--- src/rtl/div_pkg.sv ---
// Shared types and constants for the sequential signed divider.
package div_pkg;

   localparam int DIV_WIDTH_DEF = 4;

   typedef enum logic [1:0] {
      IDLE = 2'd0,
      RUN  = 2'd1,
      FIX  = 2'd2,
      DONE = 2'd3
   } div_state_t;

endpackage

--- src/rtl/twos_negate.sv ---
// Two's-complement negation and absolute value of a WIDTH-bit value.
// The magnitude of the most-negative value comes out as 2^(WIDTH-1),
// which is correct when the result is read as unsigned.
module twos_negate #(
   parameter int WIDTH = 4
) (
   input  logic [WIDTH-1:0] x,
   output logic [WIDTH-1:0] neg,
   output logic [WIDTH-1:0] abs
);

   assign neg = ~x + WIDTH'(1);
   assign abs = x[WIDTH-1] ? neg : x;

endmodule

--- src/rtl/booth_divider.sv ---
// Sequential signed divider: non-restoring shift/add-subtract loop on
// operand magnitudes, one quotient bit per clock, followed by a single
// correction/sign-fix cycle. Truncating quotient, remainder takes the
// dividend's sign. start/busy/done handshake toward the controller.
module booth_divider
   import div_pkg::*;
#(
   parameter int WIDTH = DIV_WIDTH_DEF
) (
   input  logic             clk,
   input  logic             rst,
   input  logic             start,
   input  logic [WIDTH-1:0] M,
   input  logic [WIDTH-1:0] Q,
   output logic             busy,
   output logic             done,
   output logic [WIDTH-1:0] quot,
   output logic [WIDTH-1:0] rem,
   output logic             dbz,
   output logic             ovf
);

   localparam int CNT_W = $clog2(WIDTH + 1);

   // state and datapath registers
   div_state_t         state_q, state_d;
   logic [WIDTH:0]     a_q, a_d;          // signed partial remainder
   logic [WIDTH-1:0]   qr_q, qr_d;        // dividend magnitude shifting into quotient
   logic [WIDTH-1:0]   mabs_q, mabs_d;    // divisor magnitude
   logic [CNT_W-1:0]   cnt_q, cnt_d;
   logic               sq_q, sq_d;        // dividend sign
   logic               sm_q, sm_d;        // divisor sign
   logic               ovfc_q, ovfc_d;    // most-negative / -1 case pending
   logic [WIDTH-1:0]   quot_q, quot_d;
   logic [WIDTH-1:0]   rem_q, rem_d;
   logic               dbz_q, dbz_d;
   logic               ovf_q, ovf_d;
   logic               busy_q, busy_d;
   logic               done_q, done_d;

   // combinational helpers
   logic [WIDTH-1:0]   q_neg_s, q_abs_s;
   logic [WIDTH-1:0]   m_neg_s, m_abs_s;
   logic [WIDTH-1:0]   quot_neg_s, quot_abs_unused;
   logic [WIDTH-1:0]   rem_neg_s, rem_abs_unused;
   logic [WIDTH-1:0]   rem_mag_s;
   logic [WIDTH:0]     a_sh_s;
   logic [WIDTH:0]     m_ext_s;
   logic [WIDTH:0]     a_next_s;
   logic               q_mn_s;
   logic               m_neg1_s;

   twos_negate #(.WIDTH(WIDTH)) u_abs_q (
      .x   (Q),
      .neg (q_neg_s),
      .abs (q_abs_s)
   );

   twos_negate #(.WIDTH(WIDTH)) u_abs_m (
      .x   (M),
      .neg (m_neg_s),
      .abs (m_abs_s)
   );

   twos_negate #(.WIDTH(WIDTH)) u_neg_quot (
      .x   (qr_q),
      .neg (quot_neg_s),
      .abs (quot_abs_unused)
   );

   twos_negate #(.WIDTH(WIDTH)) u_neg_rem (
      .x   (rem_mag_s),
      .neg (rem_neg_s),
      .abs (rem_abs_unused)
   );

   // the most-negative value is the only nonzero value equal to its own negation
   assign q_mn_s   = Q[WIDTH-1] & (q_neg_s == Q);
   // -1 is the only value whose negation is +1
   assign m_neg1_s = (m_neg_s == WIDTH'(1));

   // one non-restoring step and the final remainder correction
   always_comb begin
      a_sh_s  = {a_q[WIDTH-1:0], qr_q[WIDTH-1]};
      m_ext_s = {1'b0, mabs_q};
      if (a_q[WIDTH]) begin
         a_next_s  = a_sh_s + m_ext_s;
         rem_mag_s = a_q[WIDTH-1:0] + mabs_q;
      end else begin
         a_next_s  = a_sh_s - m_ext_s;
         rem_mag_s = a_q[WIDTH-1:0];
      end
   end

   // next-state and datapath update
   always_comb begin
      state_d = state_q;
      a_d     = a_q;
      qr_d    = qr_q;
      mabs_d  = mabs_q;
      cnt_d   = cnt_q;
      sq_d    = sq_q;
      sm_d    = sm_q;
      ovfc_d  = ovfc_q;
      quot_d  = quot_q;
      rem_d   = rem_q;
      dbz_d   = dbz_q;
      ovf_d   = ovf_q;

      case (state_q)
         IDLE, DONE: begin
            if (start) begin
               sq_d   = Q[WIDTH-1];
               sm_d   = M[WIDTH-1];
               qr_d   = q_abs_s;
               mabs_d = m_abs_s;
               ovfc_d = q_mn_s & m_neg1_s;
               a_d    = '0;
               cnt_d  = '0;
               if (M == '0) begin
                  state_d = DONE;
                  quot_d  = {WIDTH{1'b1}};
                  rem_d   = Q;
                  dbz_d   = 1'b1;
                  ovf_d   = 1'b0;
               end else begin
                  state_d = RUN;
                  dbz_d   = 1'b0;
                  ovf_d   = 1'b0;
               end
            end else begin
               state_d = IDLE;
            end
         end
         RUN: begin
            a_d   = a_next_s;
            qr_d  = {qr_q[WIDTH-2:0], ~a_next_s[WIDTH]};
            cnt_d = cnt_q + CNT_W'(1);
            if (cnt_q == CNT_W'(WIDTH - 1)) begin
               state_d = FIX;
            end else begin
               state_d = RUN;
            end
         end
         FIX: begin
            a_d     = {1'b0, rem_mag_s};
            state_d = DONE;
            if (ovfc_q) begin
               quot_d = {1'b1, {(WIDTH-1){1'b0}}};
               rem_d  = '0;
               ovf_d  = 1'b1;
            end else begin
               quot_d = (sq_q ^ sm_q) ? quot_neg_s : qr_q;
               rem_d  = sq_q ? rem_neg_s : rem_mag_s;
               ovf_d  = 1'b0;
            end
         end
         default: begin
            state_d = IDLE;
         end
      endcase

      busy_d = (state_d == RUN) || (state_d == FIX);
      done_d = (state_d == DONE);
   end

   // state/datapath registers with synchronous reset
   always_ff @(posedge clk) begin
      if (rst) begin
         state_q <= IDLE;
         a_q     <= '0;
         qr_q    <= '0;
         mabs_q  <= '0;
         cnt_q   <= '0;
         sq_q    <= 1'b0;
         sm_q    <= 1'b0;
         ovfc_q  <= 1'b0;
         quot_q  <= '0;
         rem_q   <= '0;
         dbz_q   <= 1'b0;
         ovf_q   <= 1'b0;
         busy_q  <= 1'b0;
         done_q  <= 1'b0;
      end else begin
         state_q <= state_d;
         a_q     <= a_d;
         qr_q    <= qr_d;
         mabs_q  <= mabs_d;
         cnt_q   <= cnt_d;
         sq_q    <= sq_d;
         sm_q    <= sm_d;
         ovfc_q  <= ovfc_d;
         quot_q  <= quot_d;
         rem_q   <= rem_d;
         dbz_q   <= dbz_d;
         ovf_q   <= ovf_d;
         busy_q  <= busy_d;
         done_q  <= done_d;
      end
   end

   assign busy = busy_q;
   assign done = done_q;
   assign quot = quot_q;
   assign rem  = rem_q;
   assign dbz  = dbz_q;
   assign ovf  = ovf_q;

endmodule
--- config.mk ---
export PLATFORM = sky130hd
export DESIGN_NAME = booth_divider
export DESIGN_NICKNAME = d
export VERILOG_FILES = /design/src/rtl/div_pkg.sv /design/src/rtl/twos_negate.sv /design/src/rtl/booth_divider.sv
export SDC_FILE = /design/constraint.sdc
export NUM_CORES = 1
export LEC_CHECK = 0
export CAP_MARGIN = 20
export CORE_MARGIN = 10
export CORE_UTILIZATION = 37
export CTS_CLUSTER_SIZE = 24
export DETAILED_ROUTE_END_ITERATION = 8
export GPL_TIMING_DRIVEN = 0
export PLACE_DENSITY = 0.54
export SETUP_SLACK_MARGIN = 0.2
export SLEW_MARGIN = 20
export SYNTH_ARGS = -nofsm -noshare
export SYNTH_HDL_FRONTEND = slang
export SYNTH_SLANG_ARGS = --single-unit
--- constraint.sdc ---
create_clock -name clk -period 3.1 [get_ports clk]
set_input_delay 0.465 -clock clk [delete_from_list [all_inputs] [get_ports clk]]
set_output_delay 0.465 -clock clk [all_outputs]
set_load 0.1 [all_outputs]
**Word level (Yosys, flattened, before mapping)**

Index checks and enable logic that the tools add are counted.

- Bits in registers: 33
- Input port bits: 11
- Output and inout bits: 12
- Word-level logic and storage cells: 79

- Add/subtract/negate cells: 8
- Reduce and logical (&&, ||, !) cells: 10
- Bitwise logic cells: 8
- Multiplexer cells: 28
- Eq/ne operators: 11

Operators by type and width:

| operator | number |
|---|---|
| $mux 4 | 12 |
| $pmux 4 s2 | 3 |
| $add 4x1->4 const B | 4 |
| $not 4->4 | 4 |
| $pmux 5 s3 | 1 |
| $mux 5 | 2 |
| $eq 2x2->1 const B | 4 |
| $mux 2 | 3 |
| $pmux 2 s3 | 1 |
| $pmux 3 s2 | 1 |
| $reduce_and 2->1 | 3 |
| $add 5x4->5 | 1 |
| $sub 5x4->5 | 1 |
| $add 4x4->4 | 1 |
| $eq 2x1->1 const B | 2 |
| $eq 4x1->1 const B | 1 |
| $eq 4x4->1 | 1 |
| $logic_not 4->1 | 1 |
| $ne 2x2->1 const B | 2 |
| $reduce_bool 2->1 | 2 |
| $add 3x1->3 const B | 1 |
| $eq 3x2->1 const B | 1 |
| $mux 1 | 3 |
| $mux 3 | 1 |
| other kinds (8) | 9 |

**Depth between registers and ports, before layout**

Gate-level depths: netlist (run 1).

- Depth in word-level cells: 7
- Depth in mapped cells: 10
- Gate-level depth less buffers: 10

**Hierarchy**

Synthesis (run 1) repeated with hierarchy kept, for this count alone.

- Cells, all modules: 290
- Area, all modules: 2403.6 µm²

Modules (own cells, without submodules):

| module | area each (µm²) | times used | cells each | sequential area each (µm²) |
|---|---|---|---|---|
| booth_divider | 2018.2 | 1 | 238 | 660.6 |
| twos_negate | 96.3 | 4 | 13 | 0.0 |

**Least setup slack after synthesis (run 1)**

Ideal clock, no wire load.

- Path kind: reg2reg
- Start: register mabs_q[1]
- End: register qr_q[0]
- Cell stages (with the launch flop): 10
- Setup slack: 0.813 ns
- Required time: 2.966 ns
- Path buffers: 0
- Library setup time: 0.134 ns
- Clock period less this slack: 2.287 ns
- Data arrival time: 2.154 ns
- Path through: dfxtp_1 inv_1 ha_1 mux2_2 fa_1 a21o_1 a21oi_1 xor3_1 mux2i_1 a211oi_1

- Cells in the longest elaborated chain, start to end: 4
- Elaborated cells between the ends (all ways): 5
- Classes of those cells: 2 x add/sub; 2 x mux; 1 x bitwise

Ends and longest elaborated chain:

| element | RTL line | text |
|---|---|---|
| start, declared | booth_divider.sv:29 | `logic [WIDTH-1:0] mabs_q, mabs_d;` |
| start signal, assigned | booth_divider.sv:188 | `mabs_q <= mabs_d;` |
| $sub 5x4->5 or $add 5x4->5 (tied branches) | booth_divider.sv:90, booth_divider.sv:87 |  |
| $mux 5 (*) | booth_divider.sv:86 | `if (a_q[WIDTH]) begin` |
| $not 1->1 (*) | booth_divider.sv:137 | `qr_d = {qr_q[WIDTH-2:0], ~a_next_s[WIDTH]};` |
| $pmux 4 s2 (*) | booth_divider.sv:110 | `case (state_q)` |
| end signal, assigned | booth_divider.sv:187 | `qr_q <= qr_d;` |
| end, declared | booth_divider.sv:28 | `logic [WIDTH-1:0] qr_q, qr_d;` |

Mark *: on every way between the ends. The rest lies on a longest branch, timed or not.
A chain may end at the register's enable or synchronous reset.

**Worst setup path after layout (run 1)**

- Start: register mabs_q[0]
- End: register qr_q[0]

The elaborated chain is that of the path after synthesis.

==> results.sh, run 1 <==
export IMPL_syn_area_mm2=0.00216
export IMPL_track_usage_pct=12.0
export IMPL_use_met2_pct=19.2
export IMPL_placed_cells=349
export IMPL_antenna_cells=0
export IMPL_path_depth=9
export IMPL_core_mm2=0.00557
export IMPL_cp_arrival_ps=2720
export IMPL_peakVddDrop_mv=0.215
export IMPL_ant_nets=0
export IMPL_cp_cell_sequence="inv_1, ha_1, mux2_2, fa_1, a21o_1, a21oi_1, xor3_1, mux2i_1, a211oi_1"
export IMPL_async_flop_share_pct=0
export IMPL_tightest_slew_ps=974
export IMPL_slew_headroom_pct=34.8
export IMPL_nFillCells=593
export IMPL_top_usage_layer="met2"
export IMPL_routed_wl_um=5250
export IMPL_final_hold_violation_count=0
export IMPL_yosysSeqAreaShare_pct=30.5
export IMPL_skew_ps=5.49
export IMPL_critPathSlowestCell="dfxtp_1"
export IMPL_num_rows=27
export IMPL_grt_first_pass_wirelength_um=8710
export IMPL_rsz0062_at_grt="false"
export IMPL_pwr_share_comb_pct=23.5
export IMPL_critPathMaxFanout=5
export IMPL_total_power_mw=1.02
export IMPL_fin_crit_sh_pct=82.5
export IMPL_crit_type="register to register"
export IMPL_critPathLaunchType="register"
export IMPL_hold_ws_ps=464
export IMPL_cts_buffers=5
export IMPL_antenna_found_initial=0
export IMPL_drt_pass1_iter_count=4
export IMPL_synth_nets=288
export IMPL_slew_viol_final=0
export IMPL_nets=317
export IMPL_place_gp_congestion=0.801
export IMPL_fin_setup_tns_ps=0
export IMPL_yosysTopAreaCellShare_pct=30.5
export IMPL_cp_top_family="adder cells"
export IMPL_grt_overflow=0
export IMPL_io_pins=23
export IMPL_internal_power_uw=696
export IMPL_hp_class="register to register"
export IMPL_post_cts_buffers=0
export IMPL_fmax_ghz=0.391
export IMPL_die_y_um=96.5
export IMPL_die_w_um=96.5
export IMPL_power_frac_seq_pct=45.3
export IMPL_h_tree_depth=2
export IMPL_cts_tree="built"
export IMPL_yosys_top_cells_count="dfxtp_1 (33), nor2_1 (28), nand2_1 (25)"
export IMPL_period_minus_slack_ps=2560
export IMPL_num_vias=1825
export IMPL_syn_area_per_cell_um2=8.48
export IMPL_synth_area_leaders="dfxtp_1 (31%), ha_1 (12%), mux2i_1 (5.1%), nor2_1 (4.9%), a21oi_1 (4.6%)"
export IMPL_initial_core_util_pct=38.8
export IMPL_rr_worst_depth=9
export IMPL_yosys_area_top_type="dfxtp_1"
export IMPL_cts_buffer_depth=2
export IMPL_cts_hold_buf=0
export IMPL_path_buf_inv=1
export IMPL_path_clk_slew_ps=70
export IMPL_power_density_mw_per_mm2=400
export IMPL_cts_sinks=33
export IMPL_p_sw_uw=326
export IMPL_ctsResizeCount=0
export IMPL_synth_distinct_cells=45
export IMPL_grt_pass1_vias=1762
export IMPL_p_sw_share_pct=31.9
export IMPL_gr_usage_met1_pct=15.4
export IMPL_drcViolationCount=0
export IMPL_wl_per_cell_um=14.7
export IMPL_grt_max_degree=11
export IMPL_ys_warnings_count=0
export IMPL_drtIter0Drc=77
export IMPL_netlist_instances=255
export IMPL_area_growth_pct=18.2
export IMPL_synth_seq_cells=33
export IMPL_leakagePower_nw=1.05
export IMPL_yosysMostFrequentCell="dfxtp_1"
export IMPL_use_met3_pct=3.24
export IMPL_fin_cells=357
export IMPL_die_area_mm2=0.00931
export IMPL_clock_root_buffer="clkbuf_8"
export IMPL_required_ps=3260
export IMPL_slowest_delay_ps=450
export IMPL_holdPathStages=2
export IMPL_dp_hpwl_um=4000
export IMPL_status="completed"
export IMPL_clk_latency_ps=290
export IMPL_synth_ff_type="dfxtp_1"
export IMPL_p_clk_share_pct=31.2
export IMPL_setup_viol=0
export IMPL_port_buffers=22
export IMPL_synth_enable_flop_cells=0
export IMPL_cap_violations=0
export IMPL_endpoint_kind="register"
export IMPL_viasPerCell=5.11
export IMPL_drive_gt1_share_pct=6.67
## flip-flops by register name (all words and copies together), names as in the netlist
register  count
ovfc_q        1
quot          4
sq_q          1
cnt_q         3
done          1
state_q       2
rem           4
mabs_q        4
dbz           1
a_q           5
qr_q          4
busy          1
sm_q          1
ovf           1
## worst register-to-register path, stage by stage (launching register included)
cell      delay (ps)
dfxtp_1          450
inv_1             80
ha_1             280
mux2_2           290
fa_1             440
a21o_1           170
a21oi_1          170
xor3_1           290
mux2i_1          170
a211oi_1          90
## path summary, 6_finish.rpt
check                  from      end  slack [ps]
hold reg to reg         dbz      dbz         460
hold / removal          dbz      dbz         460
setup / recovery  mabs_q[0]  qr_q[0]         540
setup reg to reg  mabs_q[0]  qr_q[0]         540
## final cells by class
class                           instances  area [um^2]  share of cell area [%]
Sequential cell                        33          661                    25.8
Inverter                               13         48.8                    1.91
Clock inverter                          2         10.0                   0.392
Clock buffer                            6         72.6                    2.84
Buffer                                 12         90.1                    3.52
Timing Repair Buffer                   22          220                    8.61
Multi-Input combinational cell        197         1360                    53.4
Tap cell                               72         90.1                    3.52
## power by group through the flow
stage,combinational [mW],clock (mW),sequential [mW]
after CTS,0.242,0.329,0.463
after detailed placement,0.241,0,0.472
after global routing,0.268,0.350,0.466
final,0.240,0.319,0.463
after floorplan,0.149,0,0.495
after global placement,0.240,0,0.472
## per-layer routing
layer,up-vias,part of all wire [%],wire [um]
met5,-,0,0
met4,0,1.1,56
met3,6,3.5,186
met2,29,46,2420
met1,844,49,2590
li1,946,-,-
## kinds of logic after synthesis
family	after synthesis	share of synthesized area, %
AOI/OAI and AO/OA	59	17.8
xor gates and xnor gates	14	6.36
adders and majority gates	22	13.4
buffers and inverters	25	6.42
DFF	33	30.5
muxes	12	5.61
and+or+nand+nor	90	19.8
## metrics by stage
step           utilization [%]  setup WS (ps)  instance area, um^2
6_report                  45.9            542                 2560
5_1_grt                   45.9            396                 2560
4_1_cts                   45.9            555                 2560
3_5_place_dp              44.4            557                 2470
3_3_place_gp              44.4            600                 2470
2_1_floorplan                -            813                 2160
## placed cells by master, fill, tap and decap left out, drive strengths merged, types with 4 or more instances in the layout
master	n
xor2	5
clkbuf	10
inv	13
xnor2	8
nand2	25
a211oi	6
dfxtp	33
nand3b	4
nor3	5
mux2i	11
clkdlybuf4s50	22
nor2	29
a21oi	21
o21ai	10
nor2b	11
ha	20
buf	7
(Power assumes the default switching activity.)
==> run 2, diff against run 1 <==
- PLACE_DENSITY: 0.54 -> 0.56
- clock period: 3.1 -> 2.15 ns (I/O delays scaled with it)
==> results.sh, run 2 (synthesized netlist as in run 1, its figures left out) <==
export IMPL_status="complete, but fails checks"
export IMPL_violations="negative setup slack"
export IMPL_fmax_ghz=0.443
export IMPL_required_ps=2310
export IMPL_area_growth_pct=29.4
export IMPL_crit_start="mabs_q[1]"
export IMPL_critPathLaunchType="register"
export IMPL_fin_cells=369
export IMPL_ant_nets=0
export IMPL_cts_buffers=5
export IMPL_track_usage_pct=12.1
export IMPL_tightest_slew_ps=971
export IMPL_path_clk_slew_ps=70
export IMPL_critPathMaxFanout=2
export IMPL_grt_overflow=0
export IMPL_grt_max_degree=12
export IMPL_total_power_mw=1.55
export IMPL_cts_tree="built"
export IMPL_core_mm2=0.00557
export IMPL_nets=329
export IMPL_hold_ws_ps=343
export IMPL_hp_start="M[0]"
export IMPL_slew_viol_final=0
export IMPL_peakVddDrop_mv=0.225
export IMPL_initial_core_util_pct=38.8
export IMPL_period_minus_slack_ps=2260
export IMPL_grt_pass1_vias=1788
export IMPL_dp_hpwl_um=4050
export IMPL_antenna_cells=0
export IMPL_skew_ps=5.26
export IMPL_cp_arrival_ps=2420
export IMPL_place_gp_congestion=0.788
export IMPL_die_area_mm2=0.00931
export IMPL_hp_class="input pin to register"
export IMPL_num_rows=27
export IMPL_die_y_um=96.5
export IMPL_r2r_start="mabs_q[1]"
export IMPL_fin_crit_sh_pct=105
export IMPL_num_vias=1897
export IMPL_viasPerCell=5.14
export IMPL_io_pins=23
export IMPL_cts_sinks=33
export IMPL_wl_per_cell_um=15.2
export IMPL_port_buffers=22
export IMPL_top_register="a_q"
export IMPL_layout_commonest_cell="dfxtp_1"
export IMPL_final_hold_violation_count=0
export IMPL_layout_common_cells="dfxtp_1 (28), nor2_1 (25), nand2_1 (24), a21oi_1 (17), ha_1 (15)"
export IMPL_routed_wl_um=5590
export IMPL_drt_pass1_iter_count=4
export IMPL_drcViolationCount=0
export IMPL_slew_headroom_pct=35.5
export IMPL_drtIter0Drc=83
export IMPL_placed_cells=349
export IMPL_largest_reg_flops=5
export IMPL_cts_buffer_depth=2
export IMPL_drive_gt1_share_pct=19.2
export IMPL_power_density_mw_per_mm2=554
export IMPL_fin_ws_ps=-109
export IMPL_cap_violations=0
export IMPL_die_w_um=96.5
export IMPL_setup_viol=2
export IMPL_h_tree_depth=2
export IMPL_grt_first_pass_wirelength_um=8700
export IMPL_leakagePower_nw=1.20
export IMPL_antenna_found_initial=0
export IMPL_clock_root_buffer="clkbuf_8"
export IMPL_place_worst_setup_slack_ps=-259
export IMPL_endpoint_kind="register"
export IMPL_rsz0062_at_grt="true"
export IMPL_clk_latency_ps=290
export IMPL_crit_type="register to register"
==> run 2: changes by cell type in the layout (fill, tap and decap cells not counted), sizes merged <==
cell and delta:
dlymetal6s2s +2, clkbuf -1, dlygate4sd2 +12, clkinvlp +1, clkdlybuf4s50 -14, buf +12
==> run 2: layout make-up <==
class | instances | area (um^2)
Tap cell | 72 | 90.1
Inverter | 13 | 51.3
Timing Repair Buffer | 34 | 315
Buffer | 12 | 90.1
Multi-Input combinational cell | 197 | 1490
Clock inverter | 3 | 17.5
Fill cell | 573 | 2770
Clock buffer | 5 | 68.8
Sequential cell | 33 | 674
==> run 2: worst max-delay path, cell delays in order, from the launching register on <==
cell	delay, ps
dfxtp_4	370
inv_4	40
ha_4	210
mux2_4	280
fa_2	360
a21o_1	200
a21oi_2	150
xor3_1	280
mux2i_1	150
a211oi_1	90
==> run 2: layer usage <==
layer  up-vias  wire length [um]  global-route usage [%]
li1        972                 -                       -
met1       880              2860                    16.6
met2        36              2470                    17.9
met3         9               180                    2.54
met4         0                83                    4.72
met5         -                 0                       0
==> run 2: worst paths after layout <==
path	cells after the start	slack, ps	endpoint
max reg2reg	9	-110	qr_q[0]
min reg2reg	2	460	dbz
min	3	340	mabs_q[0]
max	9	-110	qr_q[0]
==> run 2: per-stage QoR <==
stage	utilization, %	instance area (um^2)	TNS, ps
finish	50.2	2800	-174
global route	50.2	2800	-613
CTS	47.8	2660	-206
detailed placement	44.7	2490	-717
global placement	44.7	2490	-693
floorplan	-	2180	-68.4
==> run 2: report_power, final <==
part / total [mW] / internal [mW] / switching [mW]
clock: 0.469 / 0.223 / 0.246
combinational: 0.415 / 0.180 / 0.236
sequential: 0.667 / 0.638 / 0.0292
==> run 2: repair_timing <==
action,CTS,global route
gates cloned,0,0
setup buffers,7,5
gates resized for setup,21,27
hold buffers,0,0
endpoints found under the setup margin,21,9
hold endpoints to repair,0,0
pin swaps,6,10
